<file path="config.mk">
export PLATFORM = sky130hd
export DESIGN_NAME = pc_sequencer_flat
export DESIGN_NICKNAME = d
export VERILOG_FILES = /design/src/rtl/pc_sequencer_if.sv /design/src/rtl/pc_sequencer.sv /design/src/flat_wrapper.sv
export SDC_FILE = /design/constraint.sdc
export NUM_CORES = 1
export LEC_CHECK = 0
export CORE_MARGIN = 2
export CORE_UTILIZATION = 47
export DETAILED_ROUTE_END_ITERATION = 16
export PLACE_DENSITY = 0.71
export SLEW_MARGIN = 20
export SYNTH_ARGS = -nofsm -noshare
export SYNTH_HDL_FRONTEND = slang
export SYNTH_SLANG_ARGS = --single-unit
</file>
<file path="constraint.sdc">
create_clock -name clk -period 7.07 [get_ports clk]
set_input_delay 0.707 -clock clk [delete_from_list [all_inputs] [get_ports clk]]
set_output_delay 0.707 -clock clk [all_outputs]
set_load 0.02 [all_outputs]
</file>
<file path="src/rtl/pc_sequencer_if.sv">
// Command/status bundle between decode/ALU flags and the PC sequencer.
// Master drives the commands; the sequencer (slave) returns PC and RAS status.
interface pc_sequencer_if #(
  parameter int PC_W      = 16,
  parameter int JIMM_W    = 6,
  parameter int BIMM_W    = 3,
  parameter int RAS_DEPTH = 4
);
  localparam int CNT_W = $clog2(RAS_DEPTH + 1);

  logic              stall;
  logic              branch;
  logic              beq;
  logic              is_zero;
  logic              jump;
  logic              call;
  logic              ret;
  logic              jr;
  logic [PC_W-1:0]   rs;
  logic [JIMM_W-1:0] jimm;
  logic [BIMM_W-1:0] bimm;

  logic [PC_W-1:0]   pc;
  logic [PC_W-1:0]   pc_plus1;
  logic              redirect;
  logic [CNT_W-1:0]  ras_count;
  logic              ras_overflow;
  logic              ras_underflow;

  modport master (
    output stall, branch, beq, is_zero,
    output jump, call, ret, jr,
    output rs, jimm, bimm,
    input  pc, pc_plus1, redirect,
    input  ras_count, ras_overflow, ras_underflow
  );

  modport slave (
    input  stall, branch, beq, is_zero,
    input  jump, call, ret, jr,
    input  rs, jimm, bimm,
    output pc, pc_plus1, redirect,
    output ras_count, ras_overflow, ras_underflow
  );
endinterface

</file>
<file path="src/rtl/pc_sequencer.sv">
// Registered program counter with branch/jump/call/return/jr selection,
// a circular return-address stack and a registered fetch redirect flag.
module pc_sequencer #(
  parameter int              PC_W      = 16,
  parameter int              JIMM_W    = 6,
  parameter int              BIMM_W    = 3,
  parameter int              RAS_DEPTH = 4,
  parameter logic [PC_W-1:0] RESET_PC  = '0
) (
  input  logic clk,
  input  logic rst_n,
  pc_sequencer_if.slave bus
);
  localparam int CNT_W = $clog2(RAS_DEPTH + 1);
  localparam int PTR_W = (RAS_DEPTH > 1) ? $clog2(RAS_DEPTH) : 1;
  localparam logic [PTR_W-1:0] PTR_MAX = PTR_W'(RAS_DEPTH - 1);
  localparam logic [CNT_W-1:0] CNT_MAX = CNT_W'(RAS_DEPTH);

  logic [PC_W-1:0]  pc_q;
  logic             redir_q;
  logic [CNT_W-1:0] cnt_q;
  logic             ovf_q;
  logic             unf_q;
  logic [PTR_W-1:0] ptr_q;
  logic [PC_W-1:0]  ras_mem [RAS_DEPTH];

  logic [PC_W-1:0]  pc_inc;
  logic [PC_W-1:0]  jext;
  logic [PC_W-1:0]  bext;
  logic [PTR_W-1:0] top_ptr;
  logic [PTR_W-1:0] nxt_ptr;
  logic             ras_full;
  logic             ras_empty;
  logic             br_taken;

  logic sel_jr;
  logic sel_ret;
  logic sel_call;
  logic sel_jmp;
  logic sel_br;

  logic [PC_W-1:0] pc_nxt;
  logic            redir_nxt;
  logic            push;
  logic            pop;
  logic            ovf_nxt;
  logic            unf_nxt;

  assign pc_inc = pc_q + PC_W'(1);
  assign jext   = {{(PC_W-JIMM_W){bus.jimm[JIMM_W-1]}}, bus.jimm};
  assign bext   = {{(PC_W-BIMM_W){bus.bimm[BIMM_W-1]}}, bus.bimm};

  assign ras_full  = (cnt_q == CNT_MAX);
  assign ras_empty = (cnt_q == '0);
  assign top_ptr   = (ptr_q == '0) ? PTR_MAX : ptr_q - PTR_W'(1);
  assign nxt_ptr   = (ptr_q == PTR_MAX) ? '0 : ptr_q + PTR_W'(1);

  assign br_taken = bus.branch &
                    (bus.beq ? bus.is_zero : ~bus.is_zero);

  // Mutually exclusive selects so the decoder below can be unique.
  assign sel_jr   = ~bus.stall & bus.jr;
  assign sel_ret  = ~bus.stall & ~bus.jr & bus.ret;
  assign sel_call = ~bus.stall & ~bus.jr & ~bus.ret & bus.call;
  assign sel_jmp  = ~bus.stall & ~bus.jr & ~bus.ret
                  & ~bus.call & bus.jump;
  assign sel_br   = ~bus.stall & ~bus.jr & ~bus.ret
                  & ~bus.call & ~bus.jump & br_taken;

  always_comb begin
    pc_nxt    = bus.stall ? pc_q : pc_inc;
    redir_nxt = 1'b0;
    push      = 1'b0;
    pop       = 1'b0;
    ovf_nxt   = 1'b0;
    unf_nxt   = 1'b0;
    unique case (1'b1)
      sel_jr: begin
        pc_nxt    = bus.rs;
        redir_nxt = 1'b1;
      end
      sel_ret: begin
        if (ras_empty) begin
          unf_nxt = 1'b1;
        end else begin
          pc_nxt    = ras_mem[top_ptr];
          pop       = 1'b1;
          redir_nxt = 1'b1;
        end
      end
      sel_call: begin
        pc_nxt    = pc_inc + jext;
        push      = 1'b1;
        ovf_nxt   = ras_full;
        redir_nxt = 1'b1;
      end
      sel_jmp: begin
        pc_nxt    = pc_inc + jext;
        redir_nxt = 1'b1;
      end
      sel_br: begin
        pc_nxt    = pc_inc + bext;
        redir_nxt = 1'b1;
      end
      default: ;
    endcase
  end

  always_ff @(posedge clk or negedge rst_n) begin
    if (!rst_n) begin
      pc_q    <= RESET_PC;
      redir_q <= 1'b0;
      cnt_q   <= '0;
      ovf_q   <= 1'b0;
      unf_q   <= 1'b0;
      ptr_q   <= '0;
    end else begin
      pc_q    <= pc_nxt;
      redir_q <= redir_nxt;
      ovf_q   <= ovf_nxt;
      unf_q   <= unf_nxt;
      if (push) begin
        ptr_q <= nxt_ptr;
        if (!ras_full) cnt_q <= cnt_q + CNT_W'(1);
      end else if (pop) begin
        ptr_q <= top_ptr;
        cnt_q <= cnt_q - CNT_W'(1);
      end
    end
  end

  // Contents are don't-care after reset; the pointer and count gate use.
  always_ff @(posedge clk) begin
    if (push) ras_mem[ptr_q] <= pc_inc;
  end

  assign bus.pc            = pc_q;
  assign bus.pc_plus1      = pc_inc;
  assign bus.redirect      = redir_q;
  assign bus.ras_count     = cnt_q;
  assign bus.ras_overflow  = ovf_q;
  assign bus.ras_underflow = unf_q;
endmodule

</file>
<file path="src/flat_wrapper.sv">
// flat-port wrapper written by rule: the top's interface ports become plain ports
module pc_sequencer_flat 
#(
  parameter int              PC_W      = 16,
  parameter int              JIMM_W    = 6,
  parameter int              BIMM_W    = 3,
  parameter int              RAS_DEPTH = 4,
  parameter logic [PC_W-1:0] RESET_PC  = '0
)
  (clk, rst_n, bus_stall, bus_branch, bus_beq, bus_is_zero, bus_jump, bus_call, bus_ret, bus_jr, bus_rs, bus_jimm, bus_bimm, bus_pc, bus_pc_plus1, bus_redirect, bus_ras_count, bus_ras_overflow, bus_ras_underflow);
  pc_sequencer_if #(.PC_W(PC_W), .JIMM_W(JIMM_W), .BIMM_W(BIMM_W), .RAS_DEPTH(RAS_DEPTH)) bus_i ();
  input  logic clk;
  input  logic rst_n;
  input wire logic [$bits(bus_i.stall)-1:0] bus_stall;
  input wire logic [$bits(bus_i.branch)-1:0] bus_branch;
  input wire logic [$bits(bus_i.beq)-1:0] bus_beq;
  input wire logic [$bits(bus_i.is_zero)-1:0] bus_is_zero;
  input wire logic [$bits(bus_i.jump)-1:0] bus_jump;
  input wire logic [$bits(bus_i.call)-1:0] bus_call;
  input wire logic [$bits(bus_i.ret)-1:0] bus_ret;
  input wire logic [$bits(bus_i.jr)-1:0] bus_jr;
  input wire logic [$bits(bus_i.rs)-1:0] bus_rs;
  input wire logic [$bits(bus_i.jimm)-1:0] bus_jimm;
  input wire logic [$bits(bus_i.bimm)-1:0] bus_bimm;
  output wire logic [$bits(bus_i.pc)-1:0] bus_pc;
  output wire logic [$bits(bus_i.pc_plus1)-1:0] bus_pc_plus1;
  output wire logic [$bits(bus_i.redirect)-1:0] bus_redirect;
  output wire logic [$bits(bus_i.ras_count)-1:0] bus_ras_count;
  output wire logic [$bits(bus_i.ras_overflow)-1:0] bus_ras_overflow;
  output wire logic [$bits(bus_i.ras_underflow)-1:0] bus_ras_underflow;
  assign bus_i.stall = bus_stall;
  assign bus_i.branch = bus_branch;
  assign bus_i.beq = bus_beq;
  assign bus_i.is_zero = bus_is_zero;
  assign bus_i.jump = bus_jump;
  assign bus_i.call = bus_call;
  assign bus_i.ret = bus_ret;
  assign bus_i.jr = bus_jr;
  assign bus_i.rs = bus_rs;
  assign bus_i.jimm = bus_jimm;
  assign bus_i.bimm = bus_bimm;
  assign bus_pc = bus_i.pc;
  assign bus_pc_plus1 = bus_i.pc_plus1;
  assign bus_redirect = bus_i.redirect;
  assign bus_ras_count = bus_i.ras_count;
  assign bus_ras_overflow = bus_i.ras_overflow;
  assign bus_ras_underflow = bus_i.ras_underflow;
  pc_sequencer #(.PC_W(PC_W), .JIMM_W(JIMM_W), .BIMM_W(BIMM_W), .RAS_DEPTH(RAS_DEPTH), .RESET_PC(RESET_PC)) u_core (.clk(clk), .rst_n(rst_n), .bus(bus_i));
endmodule
</file>
==> run metrics <==
Clock transition at path regs 0.08 ns; vias between 3,000 and 4,000; min Tclk post-route 4.74 ns; R2R Path Start u_core.bus.pc[2]$_DFF_PN0_; Synth area leader edfxtp_1; design internal power 1.34 mW; clock root buffer clkbuf_8; PortBufs 72; Synth Cell Area 0.00490 mm^2; die area 0.0113 mm^2; number of global-route vias before repair around 3,500; NetSw 0.877 mW; syn avg cell area 12.1 um^2; H-Tree Level Count 3; Starting Density 0.479; post-route ant nets 0; MaxCap Viol Count 0; Crit path required time 7.37 ns; drt via density 5.72; Synth cell types between 60 and 70; num rows 37; hold path start u_core.bus.ras_count[0]$_DFFE_PN0P_; worst-case vdd ir drop 175 uV; Die H 106 um; ANT cells 0; Total Routing Usage GR 0.224; GP Congestion 0.882; CP max FO 18; TritonCTS Buffers 9; clock tree buffer depth 2; Post-Place Cells 603; Reg2Reg Capture Point u_core.bus.pc[12]$_DFF_PN0_; R2R cell count 11; WL/cell between 15 and 20 um; Post-CTS Setup Repair Bufs 0; clk_skew between 0.01 and 0.015 ns; cell depth of the worst hold path 1; Mapped Cells just over 400; DRC Markers 0; Critical Path Sink Type register; Area Overhead vs Synth 21.4%; period utilisation layout 0.670; CTS tree built; status complete, no violations; Clock Sink Count 88; first-pass GRT wire length 18,900 um; sequential power share 0.343; combinational power share 0.504; I/O pin count 73; Clock power frac 0.154; final non-filler cell total between 600 and 700; initial antenna violation count 0; Post-synth top flop edfxtp_1; RSZ-0062 raised after global routing false; largest cells by area after synthesis edfxtp_1 (39%), dfrtp_1 (12%), mux4_2 (6.0%), ha_1 (5.1%), xor2_1 (4.3%); grt ovf 0; Initial DRC Count 193; leakage power 2.28 nW; Synth Net Count 462; hold crit path type register to register; r2r setup slk 3.44 ns; total negative slack 0 ns; cts repair resizes 0; most common cell in the netlist edfxtp_1; worst hold path endpoint u_core.bus.ras_count[0]$_DFFE_PN0P_; drt total wl approximately 12,000 um; placed standard-cell area ~0.0058 mm^2; post-synthesis async set-or-reset flop share 0.273; post-synthesis register bit count 88; Hold Fails Final Rpt 0; Post-CTS Hold Buffers 0; die span in x around 110 um; Initial DRT Pass Iterations 5; P per Cell Area around 370 mW/mm^2; Max-slew headroom 0.372; # fillers 911; Worst-Skew Late Latency 0.37 ns; final setup violation count 0; Synth warnings 0; fmax ~210 MHz; pins over their slew limit 0; post-synth top area share 0.392; worst setup path category input pin to register; Sw Ratio 0.395; Post-synth EDFFs 64; CP arrival approximately 5.0 ns; Worst Max-Slew Pin Slew 0.942 ns; detailed placement HPWL 8560 um; largest net degree at the start of global routing 25; share of cells above drive strength 1 0.0870; fin area 0.00595 mm^2; Seq/Total Area, Yosys 0.514; nets 535; crit path launch type input pin; top cells by count, synth edfxtp_1 (64), nand2_1 (35), dfrtp_1 (24), xor2_1 (24); core area 0.0102 mm^2
-- through the flow --
stage               hold WS (ns)  utilization  power (mW)  worst slack, ns
finish                     0.599        0.582        2.22             2.33
global route               0.677        0.582        2.35             2.04
CTS                        0.601        0.582        2.22             2.36
detailed placement         0.588        0.564        1.88             1.99
global placement           0.575        0.564        1.87             2.13
floorplan                  0.411            -        1.50             3.20
-- critical path, cell delays in order --
cell             delay, ns
clkdlybuf4s50_1       0.85
nor3_4                0.54
nand4_4               0.23
inv_1                 0.15
nand2_1               0.07
nand2_1               0.06
ha_1                  0.16
inv_1                 0.06
fa_1                  0.39
nor2b_1               0.16
o31a_1                0.18
nand2_1               0.08
or3_1                 0.37
a311oi_4              0.36
nor3_2                0.09
or4_1                 0.48
nand3_1               0.11
-- routing by layer --
metal,track usage,vias up,part of all wire
met5,0,-,0
met4,0.0602,0,0.012
met3,0.0558,15,0.061
met2,0.376,116,0.49
met1,0.292,1733,0.44
li1,-,1677,-
-- registers in the layout, summed over array words and instances, names as in the netlist --
name,flops
u_core.bus.ras_count,3
u_core.bus.ras_overflow,1
u_core.ptr_q,2
u_core.bus.redirect,1
u_core.bus.pc,16
u_core.bus.ras_underflow,1
u_core.ras_mem,64
-- layout by cell type, fill, tap and decap left out, types with 13 or more instances in the layout --
master / netlist / routed
mux4_2: 13 / 13
dfrtp_1: 24 / 24
edfxtp_1: 64 / 64
inv_1: 20 / 20
xnor2_1: 20 / 20
clkdlybuf4s50_1: 0 / 72
o21ai_0: 18 / 18
xor2_1: 24 / 24
nor2_1: 18 / 18
nand2_1: 35 / 35
ha_1: 20 / 20
a21oi_1: 18 / 18
-- kinds of logic after synthesis --
kind of cell	count (synthesis)	synth area share
AND/OR/NAND/NOR	111	0.118
adder cells (fa/ha/maj)	22	0.0592
XOR/XNOR	44	0.0786
buffers and inverters	36	0.0306
AO/OA/AOI/OAI	82	0.119
multiplexers	22	0.0806
flip-flops	88	0.514
-- worst max-delay path by stage --
stage,from,endpoint,slack (ns),depth (start not counted)
3_5_place_dp,bus_stall,u_core.bus.pc[12]$_DFF_PN0_,1.99,17
3_3_place_gp,bus_stall,u_core.bus.pc[12]$_DFF_PN0_,2.13,17
2_1_floorplan,bus_stall,u_core.bus.pc[12]$_DFF_PN0_,3.20,17
5_1_grt,bus_stall,u_core.bus.pc[12]$_DFF_PN0_,2.04,17
4_1_cts,bus_stall,u_core.bus.pc[12]$_DFF_PN0_,2.36,17
6_report,bus_stall,u_core.bus.pc[12]$_DFF_PN0_,2.33,17
-- power groups by stage --
stage	combinational [mW]	sequential, mW	clock (mW)
final	1.12	0.760	0.341
after global routing	1.21	0.771	0.363
after CTS	1.12	0.759	0.342
after detailed placement	1.11	0.770	0
after global placement	1.10	0.768	0
after floorplan	0.709	0.790	0
-- cell type report --
type / count / area [um^2] / share of cell area
inverter: 21 / 81.3 / 0.0137
clock buffer: 12 / 135 / 0.0227
clock inverter: 4 / 47.5 / 0.00799
multi-input combinational: 281 / 2240 / 0.376
timing repair buffer: 77 / 758 / 0.127
tap: 136 / 170 / 0.0286
sequential: 88 / 2520 / 0.424
(Power assumes the default switching activity.)
